[src/rtl/vga_clock_render_if.sv]
// Pixel-stream bundle between the VGA timing generator, the clock renderer
// and the output pins, plus the packed-BCD time feed from the clock core.
interface vga_clock_render_if;
  logic        vga_hsync;
  logic        vga_vsync;
  logic        vga_valid;
  logic [11:0] vga_h_cnt;
  logic [10:0] vga_v_cnt;
  logic [23:0] time_bcd;
  logic        time_vld;
  logic [11:0] vga_rgb;
  logic        vga_hsync_o;
  logic        vga_vsync_o;

  modport master (
    output vga_hsync, vga_vsync, vga_valid, vga_h_cnt, vga_v_cnt,
    output time_bcd, time_vld,
    input  vga_rgb, vga_hsync_o, vga_vsync_o
  );

  modport slave (
    input  vga_hsync, vga_vsync, vga_valid, vga_h_cnt, vga_v_cnt,
    input  time_bcd, time_vld,
    output vga_rgb, vga_hsync_o, vga_vsync_o
  );
endinterface

[src/rtl/vga_clock_render.sv]
// Two-stage pixel pipeline drawing an HH:MM:SS seven-segment clock face.
// Optional colon blinking is built when VGA_CLOCK_COLON_BLINK_EN is defined.
module vga_clock_render #(
  parameter int unsigned X0           = 320,
  parameter int unsigned Y0           = 370,
  parameter int unsigned DW           = 64,
  parameter int unsigned DH           = 128,
  parameter int unsigned T            = 12,
  parameter int unsigned GAP          = 32,
  parameter logic [11:0] FG           = 12'hFFF,
  parameter logic [11:0] BG           = 12'h000,
  parameter int unsigned BLINK_FRAMES = 30
) (
  input  logic               vga_pclk,
  input  logic               vga_rst_n,
  vga_clock_render_if.slave  bus
);

  localparam int unsigned CW = DW + GAP;

  localparam logic [6:0] LX_T   = 7'(T);
  localparam logic [6:0] LX_R   = 7'(DW - T);
  localparam logic [6:0] LX_CL  = 7'(DW / 2 - T);
  localparam logic [6:0] LX_CH  = 7'(DW / 2 + T);
  localparam logic [7:0] LY_T   = 8'(T);
  localparam logic [7:0] LY_D   = 8'(DH - T);
  localparam logic [7:0] LY_GL  = 8'(DH / 2 - T / 2);
  localparam logic [7:0] LY_GH  = 8'(DH / 2 + T / 2);
  localparam logic [7:0] LY_MID = 8'(DH / 2);
  localparam logic [7:0] LY_C1L = 8'(DH / 4 - T);
  localparam logic [7:0] LY_C1H = 8'(DH / 4 + T);
  localparam logic [7:0] LY_C2L = 8'(3 * DH / 4 - T);
  localparam logic [7:0] LY_C2H = 8'(3 * DH / 4 + T);

  // Segment mask order {a,b,c,d,e,f,g}; non-decimal nibbles stay dark.
  function automatic logic [6:0] seg_pattern(input logic [3:0] d);
    logic [6:0] p;
    p = '0;
    case (d)
      4'd0: p = 7'b1111110;
      4'd1: p = 7'b0110000;
      4'd2: p = 7'b1101101;
      4'd3: p = 7'b1111001;
      4'd4: p = 7'b0110011;
      4'd5: p = 7'b1011011;
      4'd6: p = 7'b1011111;
      4'd7: p = 7'b1110000;
      4'd8: p = 7'b1111111;
      4'd9: p = 7'b1111011;
      default: p = '0;
    endcase
    return p;
  endfunction

  // ---------------- time capture ----------------
  logic        r_vsync_prev;
  logic [23:0] r_shadow;
  logic [23:0] r_active;
  logic        w_frame_start;
  logic        w_colon_on;

  assign w_frame_start = ~bus.vga_vsync & r_vsync_prev;

  // A strobe on the frame-start cycle bypasses the shadow so it is not lost for a frame.
  always_ff @(posedge vga_pclk or negedge vga_rst_n) begin
    if (!vga_rst_n) begin
      r_vsync_prev <= 1'b1;
      r_shadow     <= '0;
      r_active     <= '0;
    end else begin
      r_vsync_prev <= bus.vga_vsync;
      if (bus.time_vld)
        r_shadow <= bus.time_bcd;
      if (w_frame_start)
        r_active <= bus.time_vld ? bus.time_bcd : r_shadow;
    end
  end

`ifdef VGA_CLOCK_COLON_BLINK_EN
  localparam int unsigned      FCW     = $clog2(2 * BLINK_FRAMES);
  localparam logic [FCW-1:0]   FC_LAST = FCW'(2 * BLINK_FRAMES - 1);
  localparam logic [FCW-1:0]   FC_HALF = FCW'(BLINK_FRAMES);

  logic [FCW-1:0] r_frame_cnt;

  always_ff @(posedge vga_pclk or negedge vga_rst_n) begin
    if (!vga_rst_n) begin
      r_frame_cnt <= '0;
    end else if (w_frame_start) begin
      r_frame_cnt <= (r_frame_cnt == FC_LAST) ? '0 : r_frame_cnt + 1'b1;
    end
  end

  assign w_colon_on = (r_frame_cnt < FC_HALF);
`else
  assign w_colon_on = 1'b1;
`endif

  // ---------------- stage 1: cell locate ----------------
  logic [31:0] w_h32;
  logic [31:0] w_v32;
  logic        w_in_rows;
  logic [3:0]  w_cell;
  logic [6:0]  w_lx;
  logic [7:0]  w_ly;

  assign w_h32 = 32'(bus.vga_h_cnt);
  assign w_v32 = 32'(bus.vga_v_cnt);

  always_comb begin
    w_cell    = 4'd8;
    w_lx      = '0;
    w_in_rows = (w_v32 >= Y0) && (w_v32 < Y0 + DH);
    w_ly      = 8'(w_v32 - Y0);
    for (int unsigned k = 0; k < 8; k++) begin
      if (w_in_rows && (w_h32 >= X0 + k * CW) && (w_h32 < X0 + k * CW + DW)) begin
        w_cell = 4'(k);
        w_lx   = 7'(w_h32 - (X0 + k * CW));
      end
    end
  end

  logic [3:0] r_s1_cell;
  logic [6:0] r_s1_lx;
  logic [7:0] r_s1_ly;
  logic       r_s1_valid;
  logic       r_s1_hsync;
  logic       r_s1_vsync;

  always_ff @(posedge vga_pclk or negedge vga_rst_n) begin
    if (!vga_rst_n) begin
      r_s1_cell  <= 4'd8;
      r_s1_lx    <= '0;
      r_s1_ly    <= '0;
      r_s1_valid <= 1'b0;
      r_s1_hsync <= 1'b1;
      r_s1_vsync <= 1'b1;
    end else begin
      r_s1_cell  <= w_cell;
      r_s1_lx    <= w_lx;
      r_s1_ly    <= w_ly;
      r_s1_valid <= bus.vga_valid;
      r_s1_hsync <= bus.vga_hsync;
      r_s1_vsync <= bus.vga_vsync;
    end
  end

  // ---------------- stage 2: segment hit and colour ----------------
  logic [3:0] w_digit;
  logic       w_is_digit;
  logic       w_is_colon;
  logic       w_mid;
  logic [6:0] w_seg_area;
  logic       w_colon_area;
  logic       w_hit;

  always_comb begin
    w_digit    = 4'hF;
    w_is_digit = 1'b0;
    w_is_colon = 1'b0;
    case (r_s1_cell)
      4'd0: begin w_digit = r_active[23:20]; w_is_digit = 1'b1; end
      4'd1: begin w_digit = r_active[19:16]; w_is_digit = 1'b1; end
      4'd2: w_is_colon = 1'b1;
      4'd3: begin w_digit = r_active[15:12]; w_is_digit = 1'b1; end
      4'd4: begin w_digit = r_active[11:8];  w_is_digit = 1'b1; end
      4'd5: w_is_colon = 1'b1;
      4'd6: begin w_digit = r_active[7:4];   w_is_digit = 1'b1; end
      4'd7: begin w_digit = r_active[3:0];   w_is_digit = 1'b1; end
      default: ;
    endcase
  end

  always_comb begin
    w_mid         = (r_s1_lx >= LX_T) && (r_s1_lx < LX_R);
    w_seg_area    = '0;
    w_seg_area[6] = (r_s1_ly < LY_T) && w_mid;                              // a
    w_seg_area[5] = (r_s1_lx >= LX_R) && (r_s1_ly < LY_MID);                // b
    w_seg_area[4] = (r_s1_lx >= LX_R) && (r_s1_ly >= LY_MID);               // c
    w_seg_area[3] = (r_s1_ly >= LY_D) && w_mid;                             // d
    w_seg_area[2] = (r_s1_lx < LX_T) && (r_s1_ly >= LY_MID);                // e
    w_seg_area[1] = (r_s1_lx < LX_T) && (r_s1_ly < LY_MID);                 // f
    w_seg_area[0] = (r_s1_ly >= LY_GL) && (r_s1_ly < LY_GH) && w_mid;       // g
    w_colon_area  = (r_s1_lx >= LX_CL) && (r_s1_lx < LX_CH) &&
                    (((r_s1_ly >= LY_C1L) && (r_s1_ly < LY_C1H)) ||
                     ((r_s1_ly >= LY_C2L) && (r_s1_ly < LY_C2H)));
    w_hit         = (w_is_digit && (|(seg_pattern(w_digit) & w_seg_area))) ||
                    (w_is_colon && w_colon_area && w_colon_on);
  end

  logic [11:0] r_rgb;
  logic        r_hsync_o;
  logic        r_vsync_o;

  always_ff @(posedge vga_pclk or negedge vga_rst_n) begin
    if (!vga_rst_n) begin
      r_rgb     <= '0;
      r_hsync_o <= 1'b1;
      r_vsync_o <= 1'b1;
    end else begin
      r_rgb     <= r_s1_valid ? (w_hit ? FG : BG) : '0;
      r_hsync_o <= r_s1_hsync;
      r_vsync_o <= r_s1_vsync;
    end
  end

  assign bus.vga_rgb     = r_rgb;
  assign bus.vga_hsync_o = r_hsync_o;
  assign bus.vga_vsync_o = r_vsync_o;

endmodule

[src/flat_wrapper.sv]
// flat-port wrapper written by rule: the top's interface ports become plain ports
module vga_clock_render_flat 
#(
  parameter int unsigned X0           = 320,
  parameter int unsigned Y0           = 370,
  parameter int unsigned DW           = 64,
  parameter int unsigned DH           = 128,
  parameter int unsigned T            = 12,
  parameter int unsigned GAP          = 32,
  parameter logic [11:0] FG           = 12'hFFF,
  parameter logic [11:0] BG           = 12'h000,
  parameter int unsigned BLINK_FRAMES = 30
)
  (vga_pclk, vga_rst_n, bus_vga_hsync, bus_vga_vsync, bus_vga_valid, bus_vga_h_cnt, bus_vga_v_cnt, bus_time_bcd, bus_time_vld, bus_vga_rgb, bus_vga_hsync_o, bus_vga_vsync_o);
  vga_clock_render_if bus_i ();
  input  logic vga_pclk;
  input  logic vga_rst_n;
  input wire logic [$bits(bus_i.vga_hsync)-1:0] bus_vga_hsync;
  input wire logic [$bits(bus_i.vga_vsync)-1:0] bus_vga_vsync;
  input wire logic [$bits(bus_i.vga_valid)-1:0] bus_vga_valid;
  input wire logic [$bits(bus_i.vga_h_cnt)-1:0] bus_vga_h_cnt;
  input wire logic [$bits(bus_i.vga_v_cnt)-1:0] bus_vga_v_cnt;
  input wire logic [$bits(bus_i.time_bcd)-1:0] bus_time_bcd;
  input wire logic [$bits(bus_i.time_vld)-1:0] bus_time_vld;
  output wire logic [$bits(bus_i.vga_rgb)-1:0] bus_vga_rgb;
  output wire logic [$bits(bus_i.vga_hsync_o)-1:0] bus_vga_hsync_o;
  output wire logic [$bits(bus_i.vga_vsync_o)-1:0] bus_vga_vsync_o;
  assign bus_i.vga_hsync = bus_vga_hsync;
  assign bus_i.vga_vsync = bus_vga_vsync;
  assign bus_i.vga_valid = bus_vga_valid;
  assign bus_i.vga_h_cnt = bus_vga_h_cnt;
  assign bus_i.vga_v_cnt = bus_vga_v_cnt;
  assign bus_i.time_bcd = bus_time_bcd;
  assign bus_i.time_vld = bus_time_vld;
  assign bus_vga_rgb = bus_i.vga_rgb;
  assign bus_vga_hsync_o = bus_i.vga_hsync_o;
  assign bus_vga_vsync_o = bus_i.vga_vsync_o;
  vga_clock_render #(.X0(X0), .Y0(Y0), .DW(DW), .DH(DH), .T(T), .GAP(GAP), .FG(FG), .BG(BG), .BLINK_FRAMES(BLINK_FRAMES)) u_core (.vga_pclk(vga_pclk), .vga_rst_n(vga_rst_n), .bus(bus_i));
endmodule
[config.mk]
export PLATFORM = sky130hd
export DESIGN_NAME = vga_clock_render_flat
export DESIGN_NICKNAME = d
export VERILOG_FILES = /design/src/rtl/vga_clock_render_if.sv /design/src/rtl/vga_clock_render.sv /design/src/flat_wrapper.sv
export SDC_FILE = /design/constraint.sdc
export NUM_CORES = 1
export LEC_CHECK = 0
export BUFFER_PORTS_ARGS = -buffer_cell sky130_fd_sc_hd__buf_2
export CAP_MARGIN = 10
export CORE_MARGIN = 1
export CORE_UTILIZATION = 34
export CTS_CLUSTER_DIAMETER = 80
export DETAILED_ROUTE_END_ITERATION = 7
export GPL_ROUTABILITY_DRIVEN = 0
export SLEW_MARGIN = 30
export SYNTH_ARGS = -nofsm -noshare
export SYNTH_HDL_FRONTEND = slang
export SYNTH_SLANG_ARGS = --single-unit
export TNS_END_PERCENT = 100
[constraint.sdc]
create_clock -name vga_pclk -period 2.45 [get_ports vga_pclk]
set_input_delay 0.49 -clock vga_pclk [delete_from_list [all_inputs] [get_ports vga_pclk]]
set_output_delay 0.49 -clock vga_pclk [all_outputs]
set_load 0.01 [all_outputs]
Yosys cells after proc, flatten, opt, wreduce, memory -nomap -nowiden
Memories as Yosys holds them, arrays and structs flattened.
Index checks and enable logic that the tools add are counted.

word-level totals
  latch bits = 0
  ROM bits = 112
  word-level logic and storage cells = 125
  RAM bits = 0
  register bits = 84
  output and inout bits = 14
  memories = 1

operators by class
  divide/modulo/power cells = 0
  shift operators = 0
  order comparisons = 34
  bitwise gates (word level) = 3
  multipliers = 0
  reductions and logical operators = 38
  eq/ne operators = 7
  add/subtract/negate cells = 9
  muxes and demuxes = 22

memories
  name             words  bits a word  rd ports  clocked after Yosys merged registers in  wr ports  line                    text
  (no name shown)  16     7            1         0                                        0         vga_clock_render.sv:39  case (d)

operators by type and width
  kind                                                   count
  >= comparator 12 x 10 -> 1 bit, second input constant  6
  < comparator 12 x 10 -> 1 bit, second input constant   5
  2-to-1 mux 7 bit                                       8
  logical AND 1 bit                                      32
  2-to-1 mux 4 bit                                       8
  subtractor 7 bit, second input constant                4
  >= comparator 12 x 9 -> 1 bit, second input constant   2
  >= comparator 8 x 7 -> 1 bit, second input constant    3
  < comparator 12 x 9 -> 1 bit, second input constant    2
  < comparator 8 x 7 -> 1 bit, second input constant     3
  2-to-1 mux 12 bit                                      2
  2-to-1 mux 24 bit                                      1
  one-hot mux 4 bit (6 select lines)                     1
  equality test 4 x 3 -> 1 bit, second input constant    4
  < comparator 7 x 6 -> 1 bit, second input constant     2
  subtractor 7 x 1 -> 7 bit, second input constant       2
  subtractor 7 x 6 -> 7 bit, second input constant       2
  < comparator 12 x 11 -> 1 bit, second input constant   1
  >= comparator 11 x 9 -> 1 bit, second input constant   1
  < comparator 11 x 9 -> 1 bit, second input constant    1
  equality test 4 x 2 -> 1 bit, second input constant    2
  >= comparator 8 x 5 -> 1 bit, second input constant    1
  >= comparator 8 x 6 -> 1 bit, second input constant    1
  < comparator 8 x 4 -> 1 bit, second input constant     1
  16 further kinds                                       18

Longest topological paths before layout
  depth in word-level cells = 12
  depth in mapped cells = 13

Least setup slack after synthesis
No wires, ideal clock.

  path type = reg-to-reg
  start point = register u_core.r_s1_cell[0]
  end point = register u_core.r_rgb[10] (netlist: u_core.bus.vga_rgb[10])
  cell stages (with the launch flop) = 12
  slack = 108 ps
  data arrival time = 2203 ps
  path through = dfrtp_1 -> buf_4 -> buf_6 -> nor2b_1 -> a211oi_1 -> nor3_1 -> ha_1 -> a21boi_0 -> o32ai_1 -> o311ai_2 -> o221ai_2 -> a41oi_2

between the ends
  longest elaborated chain between the ends = 9
  elaborated cells between the ends (all ways) = 21

ends and longest elaborated chain
  element                                               line                     text
  start, declared                                       vga_clock_render.sv:123  logic [3:0] r_s1_cell;
  start signal, assigned                                vga_clock_render.sv:139  r_s1_cell <= w_cell;
  equality test 4 x 3 -> 1 bit (tied with other cells)  vga_clock_render.sv:161  case (r_s1_cell)
  one-hot mux 4 bit (6 select lines)                    vga_clock_render.sv:161
  memory (16 x 7 bit)                                   --
  AND 7 bit                                             vga_clock_render.sv:187  w_hit = (w_is_digit && (|(seg_pattern(w_digit) & w_seg_area))) ||
  OR reduction 7 bit                                    vga_clock_render.sv:187
  logical AND 1 bit                                     vga_clock_render.sv:187
  logical OR 1 bit *                                    vga_clock_render.sv:187
  2-to-1 mux 12 bit * (2 in series)                     vga_clock_render.sv:201  r_rgb <= r_s1_valid ? (w_hit ? FG : BG) : '0;
  end signal, assigned                                  vga_clock_render.sv:201
  end, declared                                         vga_clock_render.sv:191  logic [11:0] r_rgb;

Mark *: on every way between the ends. The rest lies on a longest branch, timed or not.
A chain may end at the register's enable or synchronous reset.

Worst setup path after layout
Same ends and word-level chain as after synthesis.

==> impl_metrics.toml <==
[power]
seq_power_share_pct = 49.2
clkPwrFrac_pct = 36.9
power.internal_uw = 2070
power_density_nw_per_um2 = 627
leakage_uw = 0.00193
p_sw_share_pct = 25.8
peakVddDrop_v = 0.000319
netSwitchingPower_uw = 718
p_comb_share_pct = 14.0

[final_layout]
final_area_um2 = 4440
area_growth_pct = 18.8
diodes = 0
fin_nets = 453
stdcell_count = 531
drive_above_1_share_pct = 43.8
postLayoutCoreUtil_pct = 42.3

[critical_path]
crit_path_top_delay_cell = "dfrtp_2"
reg2reg_from = "u_core.r_s1_cell[0]"
crit_type = "flip-flop to flip-flop"
r2r_slack_ps = 2
crit_fanout = 7
r2r-end = "u_core.bus.vga_rgb[10]"
start_kind = "flip-flop"
worst_ep_arrival_time_ps = 2660
startpoint = "u_core.r_s1_cell[0]"
worstPathRequired_ps = 2670
end_kind = "flip-flop"
crit_chain = "buf_6, and4bb_1, nor4_4, ha_1, a21boi_1, o32ai_2, o311ai_2, o221ai_2, a41oi_2"
crit_path_max_incr_delay_ps = 450
r2r_cells = 9

[drt]
dr.pass1.iters = 4
via_count = 2684
route.detailed.drc = 0
final_antenna_net_count = 0
vias_per_cell = 5.05
wirelength_um = 7330
drt_iter0_drc = 104
wl_per_cell_um = 13.8

[global_route]
gr-usage-all-layers_pct = 13.6
grt_first_pass_wirelength_um = 12200
antenna_found_initial = 0
grt_max_degree = 46
first_global_vias = 2626
grt_overflow = 0

[clock_tree]
cts-buffers-inserted = 9
htreeDepth = 3
insertion_delay_ps = 350
clock_sinks = 70
hold_buffers = 0
clk_path_buf_depth = 2
cts_tree = "done"
cts-root-buf = "clkbuf_8"
postCtsSetupRepairBufs = 0
path_clk_slew_ps = 80

[sta]
tightest_slew_ps = 622
rsz0062_at_grt = "true"
fmax_mhz = 408
max_slew_margin_pct = 58.5
finalCriticalPeriod_ps = 2450
fin_hold_ws_ps = 155
finClkSkew_ps = 7.77
hold_violations = 0
setup_viol = 0
finalSetupTns_ps = 0
final.period_utilization_pct = 99.9
timing_max_transition_violations_final = 0

[outcome]
status = "complete, no violations"

[floorplanning]
die-width_um = 107
initial_core_util_pct = 35.6
die_area_um2 = 11400
ios = 67
placementRows = 37
chipHeight_um = 107
core_um2 = 10500

[yosys]
yosys.area_share.simple_pct = 11.7
synth_top_area_share_pct = 43.5
synthesis.area_um2 = 3740
syn_avg_cell_area_um2 = 11.4
synth_top_family_by_area = "multiplexers"
synth_fa_ha_area_share_pct = 3.34
synth_edf_count = 0
yosys.area.top_type = "dfrtp_1"
synthMuxAreaShare_pct = 15.6
synth_cell_types = 64
synthXorXnorAreaFrac_pct = 1.64
syn_nets = 392
async_flop_share_pct = 100
syn_inst = 329
yosys_register_bits = 70
synthTopCellsByArea = "dfrtp_1, mux2_2, dfstp_2, ha_1, buf_4"
ys_seq_area_share_pct = 47.0
ys.flop_type = "dfrtp_1"
ys_warn_count = 0
synth-compound-area-share_pct = 14.1

[worst_hold_path]
hold_path.class = "input port to async pin"

[placed_design]
dp.cells = 514
place_area_um2 = 4170
numPortBuffers = 66
dp_hpwl_um = 5330

[run]
max_cap_viol_count = 0
## routing by layer
| metal | GRT usage [%] | up-vias | share of wire, % | wire [um] |
|---|---|---|---|---|
| li1 | - | 1311 | - | - |
| met1 | 17.2 | 1315 | 46 | 3380 |
| met4 | 5.58 | 0 | 1.5 | 108 |
| met5 | 0 | - | 0 | 0 |
| met2 | 22.4 | 48 | 49 | 3570 |
| met3 | 3.04 | 10 | 3.7 | 268 |
## sequential cells by signal, summed over array words and instances (netlist names)
| register | flops |
|---|---|
| u_core.bus.vga_hsync_o | 1 |
| u_core.r_s1_hsync | 1 |
| u_core.r_s1_cell | 4 |
| u_core.r_s1_valid | 1 |
| u_core.bus.vga_vsync_o | 1 |
| u_core.r_active | 24 |
| u_core.r_shadow | 24 |
| u_core.r_vsync_prev | 1 |
| u_core.bus.vga_rgb | 1 |
| u_core.r_s1_lx | 5 |
| u_core.r_s1_ly | 7 |
## worst max path at each step
stage	to	cells after the start	slack (ps)
finish	u_core.bus.vga_rgb[10]	9	2
global route	u_core.bus.vga_rgb[10]	9	-120
CTS	u_core.bus.vga_rgb[10]	9	10
detailed placement	u_core.bus.vga_rgb[10]	10	-90
global placement	u_core.bus.vga_rgb[10]	10	10
floorplan	u_core.bus.vga_rgb[10]	11	110
## cell type report
| class | count | area, um2 |
|---|---|---|
| fill | 1011 | 6060 |
| tap | 136 | 170 |
| clock buffer | 9 | 124 |
| timing repair buffer | 80 | 462 |
| multi-input combinational | 214 | 1770 |
| clock inverter | 7 | 96.3 |
| inverter | 15 | 56.3 |
| sequential | 70 | 1760 |
## placed cells by master (no fill, tap or decap), types with 3 or more instances in the layout
master,count
buf_2,67
dfrtp_1,62
mux2_2,49
nand2_1,17
inv_1,14
nor2_1,14
a21oi_1,12
ha_1,10
buf_4,10
clkbuf_8,9
o21ai_0,8
nor3_1,8
nand2b_1,7
dfstp_2,5
o21ai_1,4
nor4_1,4
a211oi_1,4
xor2_1,4
nor2b_1,4
a211oi_2,4
or4b_1,3
nand3_1,3
xnor2_1,3
o211ai_1,3
nor3b_1,3
dfrtp_2,3
## worst max-delay path: cells and delay by family, from the launching register on
family                     cells  cell delay [ps]
AOI/OAI and AO/OA              5              790
buffers and inverters          1              140
and+or+nand+nor                2              630
adders and majority gates      1              310
DFF                            1              450
## stage by stage
step | total power, uW | setup WS [ps]
2_1_floorplan | 1640 | 108
3_3_place_gp | 1770 | 12.2
3_5_place_dp | 1780 | -94.4
4_1_cts | 2820 | 11.2
5_1_grt | 2930 | -115
6_report | 2780 | 1.80
## kinds of logic after synthesis
| logic type | Yosys count |
|---|---|
| AOI/OAI and AO/OA | 67 |
| xor gates and xnor gates | 7 |
| adders and majority gates | 10 |
| buffers and inverters | 45 |
| DFF | 70 |
| muxes | 52 |
| and+or+nand+nor | 78 |
## synthesized netlist by cell type (5+ instances only)
cell,number
ha_1,10
o21ai_0,8
clkbuf_1,11
dfrtp_1,65
buf_4,12
inv_1,15
nand2b_1,7
nor3_1,9
a211oi_1,5
dfstp_2,5
a21oi_1,12
nand2_1,17
mux2_2,49
nor2_1,14
## power groups by stage
stage | sequential (uW) | clock (uW) | combinational (uW)
2_1_floorplan | 1360 | 0 | 279
3_3_place_gp | 1390 | 0 | 379
3_5_place_dp | 1390 | 0 | 390
4_1_cts | 1370 | 1060 | 395
5_1_grt | 1390 | 1110 | 436
6_report | 1370 | 1030 | 390
## what timing repair did
item / CTS / global route
endpoints found under the setup margin: 1 / 1
pin swaps: 0 / 7
cloned: 0 / 1
gates resized for setup: 5 / 7
Power figures use the tool's default switching activity.
